==> config.mk <==
export PLATFORM = sky130hd
export DESIGN_NAME = dmem_target_demux
export DESIGN_NICKNAME = d
export VERILOG_FILES = /design/src/rtl/dmem_bus_pkg.sv /design/src/rtl/dmem_addr_decode.sv /design/src/rtl/mux4.sv /design/src/rtl/dmem_target_demux.sv
export SDC_FILE = /design/constraint.sdc
export NUM_CORES = 1
export LEC_CHECK = 0
export BUFFER_PORTS_ARGS = -buffer_cell sky130_fd_sc_hd__clkbuf_2
export CAP_MARGIN = 40
export CORE_ASPECT_RATIO = 0.8
export CORE_MARGIN = 2
export CORE_UTILIZATION = 40
export CTS_CLUSTER_DIAMETER = 80
export DETAILED_ROUTE_END_ITERATION = 8
export PLACE_DENSITY = 0.83
export SETUP_SLACK_MARGIN = 0.3
export SYNTH_ARGS = -nofsm -noshare
export SYNTH_HDL_FRONTEND = slang
export SYNTH_SLANG_ARGS = --single-unit
==> constraint.sdc <==
create_clock -name clk -period 2.31 [get_ports clk]
set_input_delay 0.231 -clock clk [delete_from_list [all_inputs] [get_ports clk]]
set_output_delay 0.231 -clock clk [all_outputs]
set_load 0.01 [all_outputs]
==> src/rtl/dmem_bus_pkg.sv <==
// Shared definitions for the data-memory target bus: FSM states,
// target indices and the default address-map tag.
package dmem_bus_pkg;

    localparam int NUM_TGT   = 4;
    localparam int TGT_RAM   = 0;
    localparam int TGT_UART  = 1;
    localparam int TGT_TIMER = 2;
    localparam int TGT_GPIO  = 3;

    localparam logic [1:0] DEFAULT_MAP_TAG = 2'b00;

    typedef enum logic [2:0] {
        ST_IDLE  = 3'd0,
        ST_ISSUE = 3'd1,
        ST_WAIT  = 3'd2,
        ST_RESP  = 3'd3,
        ST_ERR   = 3'd4
    } dmem_state_t;

endpackage

==> src/rtl/dmem_addr_decode.sv <==
// Combinational target decode from the top nibble of the address:
// the upper two bits must match the map tag, the next two pick the target.
import dmem_bus_pkg::*;

module dmem_addr_decode #(
    parameter logic [1:0] MAP_TAG = DEFAULT_MAP_TAG
) (
    input  logic [3:0] i_addr_hi,
    output logic [1:0] o_sel,
    output logic [3:0] o_onehot,
    output logic       o_mapped
);

    assign o_sel    = i_addr_hi[1:0];
    assign o_mapped = (i_addr_hi[3:2] == MAP_TAG);
    assign o_onehot = 4'b0001 << o_sel;

endmodule

==> src/rtl/mux4.sv <==
// Generic N-bit 4:1 selection block.
module mux4 #(
    parameter int N = 32
) (
    input  logic [N-1:0] i_d0,
    input  logic [N-1:0] i_d1,
    input  logic [N-1:0] i_d2,
    input  logic [N-1:0] i_d3,
    input  logic [1:0]   i_sel,
    output logic [N-1:0] o_y
);

    always_comb begin
        o_y = i_d0;
        case (i_sel)
            2'd0: o_y = i_d0;
            2'd1: o_y = i_d1;
            2'd2: o_y = i_d2;
            2'd3: o_y = i_d3;
            default: o_y = i_d0;
        endcase
    end

endmodule

==> src/rtl/dmem_target_demux.sv <==
// Routes one CPU data-memory request at a time to RAM/UART/timer/GPIO,
// with per-target handshake, registered response and timeout error.
import dmem_bus_pkg::*;

module dmem_target_demux #(
    parameter int         DW      = 32,
    parameter int         AW      = 32,
    parameter logic [1:0] MAP_TAG = DEFAULT_MAP_TAG,
    parameter int         TIMEOUT = 16
) (
    input  logic              clk,
    input  logic              rst,
    input  logic              req_valid,
    output logic              req_ready,
    input  logic              req_we,
    input  logic [AW-1:0]     req_addr,
    input  logic [DW-1:0]     req_wdata,
    input  logic [DW/8-1:0]   req_wstrb,
    output logic              resp_valid,
    output logic [DW-1:0]     resp_rdata,
    output logic              resp_err,
    output logic [3:0]        tgt_req_valid,
    input  logic [3:0]        tgt_req_ready,
    output logic              tgt_we,
    output logic [AW-1:0]     tgt_addr,
    output logic [DW-1:0]     tgt_wdata,
    output logic [DW/8-1:0]   tgt_wstrb,
    input  logic [3:0]        tgt_resp_valid,
    input  logic [4*DW-1:0]   tgt_resp_rdata
);

    localparam logic [7:0] TMO_LAST = 8'(TIMEOUT - 1);

    dmem_state_t       r_state;
    logic [1:0]        r_sel;
    logic [7:0]        r_timer;
    logic              r_req_ready;
    logic              r_resp_valid;
    logic              r_resp_err;
    logic [DW-1:0]     r_resp_rdata;
    logic [3:0]        r_tgt_req_valid;
    logic              r_tgt_we;
    logic [AW-1:0]     r_tgt_addr;
    logic [DW-1:0]     r_tgt_wdata;
    logic [DW/8-1:0]   r_tgt_wstrb;

    logic [1:0]        w_sel;
    logic [3:0]        w_onehot;
    logic              w_mapped;
    logic [DW-1:0]     w_sel_rdata;
    logic              w_timeout;
    logic [7:0]        w_timer_next;

    dmem_addr_decode #(
        .MAP_TAG(MAP_TAG)
    ) u_decode (
        .i_addr_hi(req_addr[AW-1:AW-4]),
        .o_sel    (w_sel),
        .o_onehot (w_onehot),
        .o_mapped (w_mapped)
    );

    mux4 #(
        .N(DW)
    ) u_rdata_mux (
        .i_d0 (tgt_resp_rdata[0*DW +: DW]),
        .i_d1 (tgt_resp_rdata[1*DW +: DW]),
        .i_d2 (tgt_resp_rdata[2*DW +: DW]),
        .i_d3 (tgt_resp_rdata[3*DW +: DW]),
        .i_sel(r_sel),
        .o_y  (w_sel_rdata)
    );

    assign w_timeout    = (r_timer == TMO_LAST);
    assign w_timer_next = (r_timer == 8'hFF) ? r_timer : r_timer + 8'd1;

    // Completion is tested before timeout in ISSUE/WAIT, so a coinciding response wins.
    always_ff @(posedge clk) begin
        if (rst) begin
            r_state         <= ST_IDLE;
            r_sel           <= 2'd0;
            r_timer         <= 8'd0;
            r_req_ready     <= 1'b1;
            r_resp_valid    <= 1'b0;
            r_resp_err      <= 1'b0;
            r_resp_rdata    <= '0;
            r_tgt_req_valid <= 4'b0000;
            r_tgt_we        <= 1'b0;
            r_tgt_addr      <= '0;
            r_tgt_wdata     <= '0;
            r_tgt_wstrb     <= '0;
        end else begin
            case (r_state)
                ST_IDLE: begin
                    if (req_valid) begin
                        r_tgt_we    <= req_we;
                        r_tgt_addr  <= req_addr;
                        r_tgt_wdata <= req_wdata;
                        r_tgt_wstrb <= req_wstrb;
                        r_sel       <= w_sel;
                        r_timer     <= 8'd0;
                        r_req_ready <= 1'b0;
                        if (w_mapped) begin
                            r_tgt_req_valid <= w_onehot;
                            r_state         <= ST_ISSUE;
                        end else begin
                            r_resp_valid <= 1'b1;
                            r_resp_err   <= 1'b1;
                            r_resp_rdata <= '0;
                            r_state      <= ST_ERR;
                        end
                    end
                end
                ST_ISSUE: begin
                    r_timer <= w_timer_next;
                    if (tgt_req_ready[r_sel]) begin
                        r_tgt_req_valid <= 4'b0000;
                        r_state         <= ST_WAIT;
                    end else if (w_timeout) begin
                        r_tgt_req_valid <= 4'b0000;
                        r_resp_valid    <= 1'b1;
                        r_resp_err      <= 1'b1;
                        r_resp_rdata    <= '0;
                        r_state         <= ST_ERR;
                    end
                end
                ST_WAIT: begin
                    r_timer <= w_timer_next;
                    if (tgt_resp_valid[r_sel]) begin
                        r_resp_valid <= 1'b1;
                        r_resp_err   <= 1'b0;
                        r_resp_rdata <= r_tgt_we ? '0 : w_sel_rdata;
                        r_state      <= ST_RESP;
                    end else if (w_timeout) begin
                        r_resp_valid <= 1'b1;
                        r_resp_err   <= 1'b1;
                        r_resp_rdata <= '0;
                        r_state      <= ST_ERR;
                    end
                end
                ST_RESP, ST_ERR: begin
                    r_resp_valid <= 1'b0;
                    r_resp_err   <= 1'b0;
                    r_resp_rdata <= '0;
                    r_req_ready  <= 1'b1;
                    r_state      <= ST_IDLE;
                end
                default: begin
                    r_state <= ST_IDLE;
                end
            endcase
        end
    end

    assign req_ready     = r_req_ready;
    assign resp_valid    = r_resp_valid;
    assign resp_err      = r_resp_err;
    assign resp_rdata    = r_resp_rdata;
    assign tgt_req_valid = r_tgt_req_valid;
    assign tgt_we        = r_tgt_we;
    assign tgt_addr      = r_tgt_addr;
    assign tgt_wdata     = r_tgt_wdata;
    assign tgt_wstrb     = r_tgt_wstrb;

endmodule

# ---- Word-level counts from Yosys, hierarchy flattened
# Cells that the tools add are included.
dict set report totals {
  register_bits 121
  in_bits 208
  wordCells 82
}
dict set report op_classes {
  add_sub_neg 1
  n_lt_le_gt_ge 1
  eq_ne 15
  shifts 1
  muxes 38
  reduce_logical 14
}
# op count
set op_table {}
lappend op_table {{case mux 32 bit (4 select lines)} 2}
lappend op_table {{two-way mux 32 bit} 6}
lappend op_table {{two-way mux 4 bit} 4}
lappend op_table {{two-way mux 8 bit} 2}
lappend op_table {{case mux 8 bit (2 select lines)} 1}
lappend op_table {{two-way mux 3 bit} 5}
lappend op_table {{two-way mux 1 bit} 11}
lappend op_table {{case mux 3 bit (3 select lines)} 1}
lappend op_table {{adder 8 x 1 -> 8 bit, second input constant} 1}
lappend op_table {{== test 8 x 4 -> 1 bit, second input constant} 1}
lappend op_table {{== test 8 bit, second input constant} 1}
lappend op_table {{!= test 2 bit, second input constant} 4}
lappend op_table {{case mux 1 bit (4 select lines)} 2}
lappend op_table {{case mux 4 bit (2 select lines)} 1}
lappend op_table {{AND reduction 4 bit} 2}
lappend op_table {{== test 3 x 2 -> 1 bit, second input constant} 2}
lappend op_table {{nonzero test 2 bit} 3}
lappend op_table {{binary-select mux 1 bit (select 2 bit)} 2}
lappend op_table {{== test 2 bit, second input constant} 2}
lappend op_table {{zero test 2 bit} 2}
lappend op_table {{AND reduction 2 bit} 2}
lappend op_table {{nonzero test 4 bit} 1}
lappend op_table {{OR reduction 2 bit} 2}
lappend op_table {{left shift 1 x 2 -> 4 bit, first input constant} 1}
lappend op_table {{9 further kinds} 9}

# ---- Longest topological paths before layout
# Gate-level depths: netlist (run 1).
dict set report logic_depth {
  word_depth 5
  mapped_depth 7
  ltp_nobuf 5
}

# ---- Modules after synthesis
# From an unflattened synthesis (run 1), not the netlist that was laid out.
dict set report hier_totals {
  hier_cells 614
  hier_area_um2 5596.6
}
# module instances cells_each area_per_inst_um2 seq_area_each_um2
set by_module_without_submodules {}
lappend by_module_without_submodules {dmem_target_demux 1 568 4737.0 2422.3}
lappend by_module_without_submodules {mux4 1 39 814.5 0.0}
lappend by_module_without_submodules {dmem_addr_decode 1 7 45.0 0.0}

# ---- Least setup slack after synthesis (run 1)
# No wires, ideal clock.
dict set report synth_path {
  kind {reg-to-reg}
  start {reg r_sel[0]}
  end {reg r_resp_rdata[10] (netlist: resp_rdata[10])}
  arrival_time_ns 1.897
  required_ns 2.196
  slack_ns 0.299
  path_stages_with_launch 7
  n_path_buf 2
  synth_period_minus_slack_ns 2.011
  path_cell_list {dfxtp_1 > buf_6 > mux4_2 > o211a_4 > a211oi_4 > buf_8 > o21ai_2}
}
dict set report synth_via {
  elab_chain_len 5
}
# item line_no
set synth_lines {}
lappend synth_lines {{start, declared} dmem_target_demux.sv:35} ;# logic [1:0] r_sel;
lappend synth_lines {{start signal, assigned} dmem_target_demux.sv:100} ;# r_sel <= w_sel;
lappend synth_lines {{== test 2 bit (tied with other cells)} mux4.sv:15} ;# case (i_sel)
lappend synth_lines {{case mux 32 bit (4 select lines)} mux4.sv:15}
lappend synth_lines {{two-way mux 32 bit} dmem_target_demux.sv:132} ;# r_resp_rdata <= r_tgt_we ? '0 : w_sel_rdata;
lappend synth_lines {{two-way mux 32 bit} dmem_target_demux.sv:129} ;# if (tgt_resp_valid[r_sel]) begin
lappend synth_lines {{case mux 32 bit (4 select lines)} dmem_target_demux.sv:93} ;# case (r_state)
lappend synth_lines {{end signal, assigned} dmem_target_demux.sv:132}
lappend synth_lines {{end, declared} dmem_target_demux.sv:40} ;# logic [DW-1:0] r_resp_rdata;
# Parallel ways exist; a longest one is shown, timed or not. The select of a mux whose other input is x is not followed.
# A chain may end at the register's enable or synchronous reset.

# ---- Worst setup path after layout (run 1)
# Ends and elaborated chain as after synthesis.

==> flow_metrics.py, run 1 <==
metrics = {
    "timing": {
        "slew_headroom_pct": 59.80,
        "maxSlewViolCount": 0,
        "fin_crit_sh_pct": 83.79,
        "hold_slack_ns": 0.05022,
        "rsz0062_at_grt": "no",
        "final.setup_skew_ns": 0.009275,
        "post-route-min-period_ns": 1.936,
        "worst_pin_slew_ns": 0.6030,
        "final_hold_viol_count": 0,
        "fmax_mhz": 516.6,
        "setup_tns_ns": 0,
        "setup_viol": 0,
    },
    "clock_network": {
        "clockRootBuffer": "clkbuf_16",
        "clock_path_buffers": 2,
        "cts_sinks": 119,
        "cts_hold_buf": 0,
        "numCtsBuffers": 17,
        "clk_pin_slew_ns": 0.06,
        "insertion_delay_ns": 0.40,
        "cts_tree": "built",
        "htree_levels": 4,
    },
    "setup_path": {
        "critical_path_arrival_ns": 2.22,
        "cp_cell_sequence": "mux4_2, o211a_4, a211oi_4, buf_4, buf_12, o21ai_2",
        "critPathBufInv": 2,
        "slowest_delay_ns": 0.54,
        "slowest_stage": "mux4_2",
        "cp-end-kind": "flip-flop",
        "crit_type": "reg -> reg",
        "cp.depth": 6,
        "worstPathMaxFanout": 16,
        "startpoint_type": "flip-flop",
        "r2r_cells": 6,
        "cp.required_ns": 2.59,
        "critPathTopFamily": "compound AO/OA/AOI/OAI gates",
    },
    "logic_synthesis": {
        "ys_top_cells_by_area": "dfxtp_1 (43%), mux4_2 (13%), nand2_1 (12%), a21oi_1 (7.3%), o21ai_2 (4.8%)",
        "synth-seq-cells": 119,
        "ys_warn_count": 0,
        "synthDistinctLibCells": 46,
        "synthArstFlopShare_pct": 0,
        "synth_top_area_share_pct": 43.21,
        "yosysMostFrequentCell": "nand2_1",
        "ys_seq_area_share_pct": 43.21,
        "synthFlopType": "dfxtp_1",
        "yosys.area.top_type": "dfxtp_1",
        "synth_area_sq_um": 5513,
        "syn_area_per_cell_sq_um": 9.037,
        "synth-edff-count": 0,
        "syn_nets": 819,
        "ys_top_cells_by_count": "nand2_1 (179), dfxtp_1 (119), a21oi_1 (80)",
        "synth_cells": 610,
    },
    "die": {
        "initial_core_util_pct": 40.83,
        "die_area_sq_um": 14740,
        "num_rows": 38,
        "die_h_um": 109,
        "coreArea_sq_um": 13500,
        "die_w_um": 135.3,
        "ios": 316,
    },
    "worst_hold_path": {
        "hold_depth": 3,
        "hp-class": "in -> reg",
    },
    "job": {
        "maxCapViolations": 0,
    },
    "detailed_routing": {
        "routed_wl_um": 17340,
        "dr_total_vias": 5640,
        "wl_per_cell_um": 15.67,
        "maxUsedRoutingLayer": "met4",
        "viasPerCell": 5.095,
        "ant_nets": 0,
        "route.met3.wl_um": 1203,
        "drt_iter0_drc": 359,
        "drt-pass1-iter-count": 5,
        "wl_met2_um": 8466,
        "post-route-drc-count": 0,
        "wl_met1_um": 7237,
    },
    "grt": {
        "grtUsageTotal_pct": 23.11,
        "grt_pass1_vias": 5181,
        "grt_max_degree": 71,
        "grt.overflow.total": 0,
        "antenna_found_initial": 0,
        "grt_pass1_wl_um": 26580,
    },
    "cells_and_area": {
        "syn_to_final_growth_pct": 42.67,
        "nets": 1124,
        "fillers": 1224,
        "drive_above_1_share_pct": 46.60,
        "diodes": 0,
        "fin_cells": 1107,
    },
    "power": {
        "total_power_mw": 5.605,
        "power_density_nw_per_um2": 712.6,
        "ir_drop_uv": 540.9,
        "p_leak_nw": 3.510,
    },
    "placed_design": {
        "place.gp.congestion": 0.8863,
        "hpwl_um": 12790,
        "port_buffers": 315,
        "place_inst": 1071,
    },
    "run_status": {
        "status": "finished clean",
    },
}
-- worst paths after layout --
| path | from | to | slack, ns |
|---|---|---|---|
| worst max-delay path | r_sel[0] | resp_rdata[10] | 0.37 |
| worst min-delay path | req_wdata[17] | tgt_wdata[17] | 0.05 |
| worst max register to register | r_sel[0] | resp_rdata[10] | 0.37 |
| worst min register to register | tgt_wdata[6] | tgt_wdata[6] | 0.45 |
-- metal layers --
metal	track usage, %	vias to the layer above
li1	-	2734
met1	30.21	2651
met2	37.13	221
met3	6.183	34
met4	8.333	0
met5	0	-
-- timing repair --
action,CTS,global route
pin swaps,0,1
endpoints found under the setup margin,32,93
resized for setup,2,4
setup buffers,0,3
cloned,0,2
-- per-stage QoR --
| step | instance area, sq um | util (%) | worst slack (ns) |
|---|---|---|---|
| after global placement | 7194 | 53.28 | 0.2006 |
| after global routing | 7865 | 58.25 | 0.3102 |
| final | 7865 | 58.25 | 0.3744 |
| after floorplan | 5514 | - | 0.3455 |
| after detailed placement | 7222 | 53.48 | 0.1490 |
| after CTS | 7791 | 57.70 | 0.3166 |
-- kinds of logic (layout without fill, tap and decap cells) --
logic type	count (synthesis)	count (layout)	share of synthesized area, %
fa+ha+maj	1	1	0.2269
compound gates	150	150	17.64
simple gates	252	252	20.06
flops	119	119	43.21
buf+inv	53	370	4.607
xor+xnor	1	1	0.1589
mux	34	34	14.09
-- flip-flops by register name, summed over array words and instances, names as in the netlist --
| register | cells |
|---|---|
| r_sel | 1 |
| tgt_addr | 31 |
| r_timer | 8 |
| tgt_wstrb | 4 |
| resp_valid | 1 |
| resp_err | 1 |
| tgt_wdata | 32 |
| r_state | 3 |
| resp_rdata | 32 |
| tgt_req_valid | 4 |
| tgt_we | 1 |
| req_ready | 1 |
-- cell usage in the layout, fill, tap and decap left out, drive strengths merged, types with 2 or more instances in the layout --
cell      instances
clkinvlp          4
inv               7
mux4             34
buf              18
clkinv            6
nor2              9
a311oi            6
o211a             2
nand2           179
a211oi            4
nand3             4
dfxtp           119
a21oi            80
or3               2
o22ai             3
o211ai            3
o21ai            43
o31a              2
bufinv            2
clkbuf          333
nor3              5
and3              2
nand2b           39
or2               4
-- report_power, final --
part | leakage [nW] | total (mW) | switching, mW | internal, mW
Combinational | 2.27 | 0.883 | 0.457 | 0.426
Clock | 0.268 | 2.52 | 0.941 | 1.57
Sequential | 0.972 | 2.21 | 0.0573 | 2.15
-- worst min-delay path: cells and delay by family --
family | cells | cell delay, ns
buffers and inverters | 1 | 0.08
AOI/OAI and AO/OA | 1 | 0.05
and+or+nand+nor | 1 | 0.04
-- final cells by class --
cell class                 count  area [sq um]  area share, %
sequential                   119          2385          30.32
timing repair buffer         333          1784          22.69
inverter                       6         22.52         0.2864
clock buffer                  18         429.2          5.457
clock inverter                13         132.6          1.686
tap                          180         225.2          2.864
multi-input combinational    438          2887          36.70
No activity file was read; power rests on OpenSTA's default activity.
==> inputs of run 2 (changes only) <==
==> constraint.sdc (replaced) <==
create_clock -name clk -period 2 [get_ports clk]
set_input_delay 0.2 -clock clk [delete_from_list [all_inputs] [get_ports clk]]
set_output_delay 0.2 -clock clk [all_outputs]
set_load 0.01 [all_outputs]
==> flow_metrics.py, run 2 (synthesis results as in run 1) <==
metrics = {
    "detailed_routing": {
        "dr_total_vias": 5739,
        "wl_per_cell_um": 16.48,
        "routed_wl_um": 18430,
        "ant_nets": 0,
        "drt_iter0_drc": 363,
        "drt-pass1-iter-count": 5,
        "post-route-drc-count": 0,
        "viasPerCell": 5.133,
    },
    "cells_and_area": {
        "nets": 1137,
        "fillers": 1183,
        "drive_above_1_share_pct": 49.04,
        "multiInputGateArea_sq_um": 2998,
        "diodes": 0,
        "final-seq-area_sq_um": 2389,
        "layout_commonest_cell": "clkbuf_2",
        "final_area_sq_um": 8199,
        "utilization_pct": 60.72,
        "syn_to_final_growth_pct": 48.73,
        "layout_common_cells": "clkbuf_2 (314), nand2_1 (179), dfxtp_1 (116)",
        "fin_cells": 1118,
    },
    "power": {
        "clkPwrFrac_pct": 44.8,
        "swShare_pct": 24.96,
        "p_seq_share_pct": 37.9,
        "switching_power_mw": 1.675,
        "total_power_mw": 6.711,
        "p_leak_nw": 3.652,
        "p_comb_share_pct": 17.3,
        "power_density_nw_per_um2": 818.4,
        "ir_drop_uv": 557.5,
        "p_int_mw": 5.035,
    },
    "clock_network": {
        "cts_hold_buf": 0,
        "cts_tree": "built",
        "clock_path_buffers": 2,
        "insertion_delay_ns": 0.40,
        "htree_levels": 4,
        "clk_pin_slew_ns": 0.06,
        "numCtsBuffers": 17,
        "clockRootBuffer": "clkbuf_16",
        "cts_sinks": 119,
    },
    "die": {
        "coreArea_sq_um": 13500,
        "ios": 316,
        "die_h_um": 109,
        "die_area_sq_um": 14740,
        "num_rows": 38,
        "initial_core_util_pct": 40.83,
        "die_w_um": 135.3,
    },
    "timing": {
        "final.setup_skew_ns": 0.007964,
        "hold_slack_ns": 0.01668,
        "post-route-min-period_ns": 1.855,
        "rsz0062_at_grt": "yes",
        "fmax_mhz": 539.2,
        "setup_tns_ns": 0,
        "worst_pin_slew_ns": 0.6644,
        "fin_crit_sh_pct": 92.73,
        "maxSlewViolCount": 0,
        "slew_headroom_pct": 55.71,
        "setup_ws_ns": 0.1454,
        "setup_viol": 0,
        "final_hold_viol_count": 0,
    },
    "grt": {
        "grtUsageTotal_pct": 24.29,
        "grt.overflow.total": 0,
        "grt_pass1_vias": 5328,
        "grt_pass1_wl_um": 27680,
        "grt_max_degree": 61,
        "antenna_found_initial": 0,
    },
    "setup_path": {
        "slowest_stage": "mux4_2",
        "worstPathMaxFanout": 8,
        "cp_cell_sequence": "mux4_2, o211a_4, a211oi_4, buf_6, buf_12, o21ai_2",
        "cp.required_ns": 2.29,
        "slowest_delay_ns": 0.53,
        "critical_path_arrival_ns": 2.14,
        "startpoint_type": "flip-flop",
        "crit_type": "reg -> reg",
        "cp-end-kind": "flip-flop",
        "r2r_cells": 6,
    },
    "placed_design": {
        "place.gp.congestion": 0.8783,
        "dpl_cell_area_sq_um": 7242,
        "place_inst": 1074,
        "port_buffers": 315,
        "hpwl_um": 12880,
        "pre_cts_slack_ns": 0.05791,
    },
    "run_status": {
        "status": "finished clean",
    },
    "worst_hold_path": {
        "hold_depth": 3,
        "hp-class": "in -> reg",
    },
    "job": {
        "maxCapViolations": 0,
    },
}
-- run 2: changes by cell type in the layout (fill, tap and decap cells not counted), moves of 2 or more --
cell / previous run / this run
buf_16: 1 / 3
o21ai_2: 30 / 33
clkbuf_8: 0 / 5
buf_12: 2 / 4
buf_6: 2 / 6
buf_4: 13 / 16
clkinv_2: 5 / 2
o21ai_1: 9 / 5
clkinvlp_4: 4 / 2
-- run 2: metal layers --
metal  vias to the layer above  part of all wire [%]  track usage [%]
li1                       2754                     -                -
met1                      2717                    42            31.15
met2                       233                    48            38.58
met3                        35                   7.8            8.043
met4                         0                   2.3            8.705
met5                         -                     0                0
-- run 2: repair_timing --
item,4_1_cts,5_1_grt
endpoints found under the setup margin,91,108
gates cloned,3,3
pin swaps,19,19
setup buffers,6,3
gates resized for setup,16,20
-- run 2: final timing paths --
kind                               startpoint             end  slack [ns]
worst max-delay path                 r_sel[0]  resp_rdata[31]        0.15
worst min-delay path            req_wdata[23]   tgt_wdata[23]        0.02
worst max register to register       r_sel[0]  resp_rdata[31]        0.15
worst min register to register    tgt_addr[1]     tgt_addr[1]        0.45
-- run 2: layout make-up --
type | count | area share, %
multi-input cells | 438 | 36.56
inverters | 6 | 0.2747
clock inverters | 7 | 1.145
clock buffers | 22 | 6.028
well taps | 180 | 2.747
repair buffers | 346 | 24.11
flip-flops and latches | 119 | 29.13
-- run 2: power by group through the flow --
stage	Sequential [mW]	Combinational, mW	Clock, mW
6_report	2.54	1.16	3.01
3_5_place_dp	2.59	0.995	0
4_1_cts	2.54	1.10	3.06
5_1_grt	2.56	1.26	3.18
3_3_place_gp	2.58	0.973	0
2_1_floorplan	2.64	0.524	0
-- run 2: worst max-delay path: cells and delay by family, from the launching register on --
kind | cells | cell delay, ns
compound gates | 3 | 0.53
buf+inv | 2 | 0.32
mux | 1 | 0.53
flops | 1 | 0.36
==> inputs of run 3 (changes only) <==
--- a/config.mk
+++ b/config.mk
@@ -7,12 +7,11 @@
 export LEC_CHECK = 0
 export BUFFER_PORTS_ARGS = -buffer_cell sky130_fd_sc_hd__clkbuf_2
 export CAP_MARGIN = 40
-export CORE_ASPECT_RATIO = 0.8
-export CORE_MARGIN = 2
-export CORE_UTILIZATION = 40
+export CORE_AREA = 2 2 122 124
 export CTS_CLUSTER_DIAMETER = 80
 export DETAILED_ROUTE_END_ITERATION = 8
-export PLACE_DENSITY = 0.83
+export DIE_AREA = 0 0 124 126
+export PLACE_DENSITY = 0.81
 export SETUP_SLACK_MARGIN = 0.3
 export SYNTH_ARGS = -nofsm -noshare
 export SYNTH_HDL_FRONTEND = slang
==> flow_metrics.py, run 3 (synthesis results as in run 1) <==
metrics = {
    "power": {
        "ir_drop_uv": 605.3,
        "power_density_nw_per_um2": 780.5,
        "p_leak_nw": 3.808,
        "p_seq_share_pct": 38.0,
        "p_int_mw": 4.867,
        "total_power_mw": 6.689,
        "clkPwrFrac_pct": 43.6,
        "swShare_pct": 27.24,
        "p_comb_share_pct": 18.4,
        "switching_power_mw": 1.822,
    },
    "timing": {
        "rsz0062_at_grt": "yes",
        "slew_headroom_pct": 61.45,
        "setup_ws_ns": 0.1471,
        "setup_tns_ns": 0,
        "fin_crit_sh_pct": 92.65,
        "maxSlewViolCount": 0,
        "final.setup_skew_ns": 0.009064,
        "post-route-min-period_ns": 1.853,
        "setup_viol": 0,
        "final_hold_viol_count": 0,
        "fmax_mhz": 539.7,
        "worst_pin_slew_ns": 0.5762,
    },
    "grt": {
        "grtUsageTotal_pct": 23.32,
        "grt.overflow.total": 0,
        "grt_max_degree": 45,
        "antenna_found_initial": 1,
        "grt_pass1_wl_um": 28180,
        "grt_pass1_vias": 5739,
    },
    "cells_and_area": {
        "final_area_sq_um": 8569,
        "nets": 1172,
        "diodes": 0,
        "syn_to_final_growth_pct": 55.45,
        "layout_commonest_cell": "clkbuf_2",
        "drive_above_1_share_pct": 47.64,
        "layout_common_cells": "clkbuf_2 (314), nand2_1 (178), dfxtp_1 (114)",
    },
    "clock_network": {
        "clockRootBuffer": "clkbuf_16",
        "numCtsBuffers": 17,
        "htree_levels": 4,
        "clock_path_buffers": 2,
        "clk_pin_slew_ns": 0.06,
        "cts_sinks": 119,
        "insertion_delay_ns": 0.41,
        "cts_tree": "built",
    },
    "die": {
        "num_rows": 44,
        "ios": 316,
        "die_h_um": 126,
        "die_area_sq_um": 15620,
        "die_w_um": 124,
        "initial_core_util_pct": 38.51,
        "coreArea_sq_um": 14310,
    },
    "detailed_routing": {
        "dr_total_vias": 5865,
        "drt_iter0_drc": 431,
        "post-route-drc-count": 0,
        "viasPerCell": 5.056,
        "drt-pass1-iter-count": 5,
        "routed_wl_um": 18920,
        "wl_per_cell_um": 16.31,
        "ant_nets": 0,
    },
    "setup_path": {
        "crit_type": "reg -> reg",
        "slowest_delay_ns": 0.53,
        "cp_cell_sequence": "mux4_2, o211a_4, a211oi_4, buf_6, clkbuf_16, o21ai_2",
        "startpoint_type": "flip-flop",
        "critical_path_arrival_ns": 2.16,
        "cp-end-kind": "flip-flop",
        "worstPathMaxFanout": 8,
        "slowest_stage": "mux4_2",
        "cp.required_ns": 2.31,
    },
    "placed_design": {
        "place.gp.congestion": 0.8544,
        "pre_cts_slack_ns": 0.07011,
        "port_buffers": 315,
        "dpl_cell_area_sq_um": 7268,
        "hpwl_um": 12340,
    },
    "job": {
        "maxCapViolations": 0,
    },
    "worst_hold_path": {
        "hp-class": "in -> reg",
    },
    "run_status": {
        "status": "finished clean",
    },
}
## run 3: timing repair
| action | in CTS | in global routing |
|---|---|---|
| setup buffers | 6 | 2 |
| setup endpoints to repair | 81 | 104 |
| hold buffers | 33 | 2 |
| pin swaps | 5 | 31 |
| cloned | 5 | 1 |
| endpoints found under the hold margin | 33 | 2 |
| resized for setup | 18 | 22 |
## run 3: power groups by stage
stage,registers [mW],logic (mW),clock network (mW)
after floorplan,2.64,0.524,0
after global placement,2.59,0.982,0
after detailed placement,2.59,0.992,0
after CTS,2.54,1.18,2.97
after global routing,2.55,1.33,3.09
final,2.54,1.23,2.92
## run 3: routing by layer
metal / global-route usage (%) / wire (um) / vias to the layer above / share of wire (%)
met5: 0 / 13 / - / 0.069
met4: 7.006 / 266 / 2 / 1.4
met3: 8.152 / 1606 / 23 / 8.5
met2: 42.21 / 9860 / 268 / 52
met1: 25.26 / 7168 / 2747 / 38
li1: - / - / 2825 / -
## run 3: final timing paths
path          startpoint              to  slack, ns  cells after the start
max             r_sel[0]  resp_rdata[14]       0.15                      6
min          req_addr[7]     tgt_addr[7]       0.01                      3
max reg2reg     r_sel[0]  resp_rdata[14]       0.15                      6
min reg2reg  tgt_addr[6]     tgt_addr[6]       0.45                      2
## run 3: area by class of cell
cell class                 instances  area [sq um]
tap                              184         230.2
inverter                           6         22.52
sequential                       119          2394
timing repair buffer             381          2349
fill                            1172          5744
multi-input combinational        438          3008
clock inverter                    13         123.9
clock buffer                      19         442.9
## run 3: critical path: cells and delay by family (launching register included)
family                 cells  cell delay [ns]
DFF                        1             0.36
buffers and inverters      2             0.36
muxes                      1             0.53
AOI/OAI and AO/OA          3             0.48
## run 3: metrics by stage
| stage | hold slack [ns] | utilization [%] | std cells |
|---|---|---|---|
| 2_1_floorplan | 0.2943 | - | 610 |
| 3_3_place_gp | 0.4223 | 50.78 | 1079 |
| 3_5_place_dp | 0.4275 | 50.78 | 1079 |
| 4_1_cts | 0.0006089 | 58.81 | 1155 |
| 5_1_grt | 0.001744 | 59.87 | 1160 |
| 6_report | 0.01187 | 59.87 | 1160 |
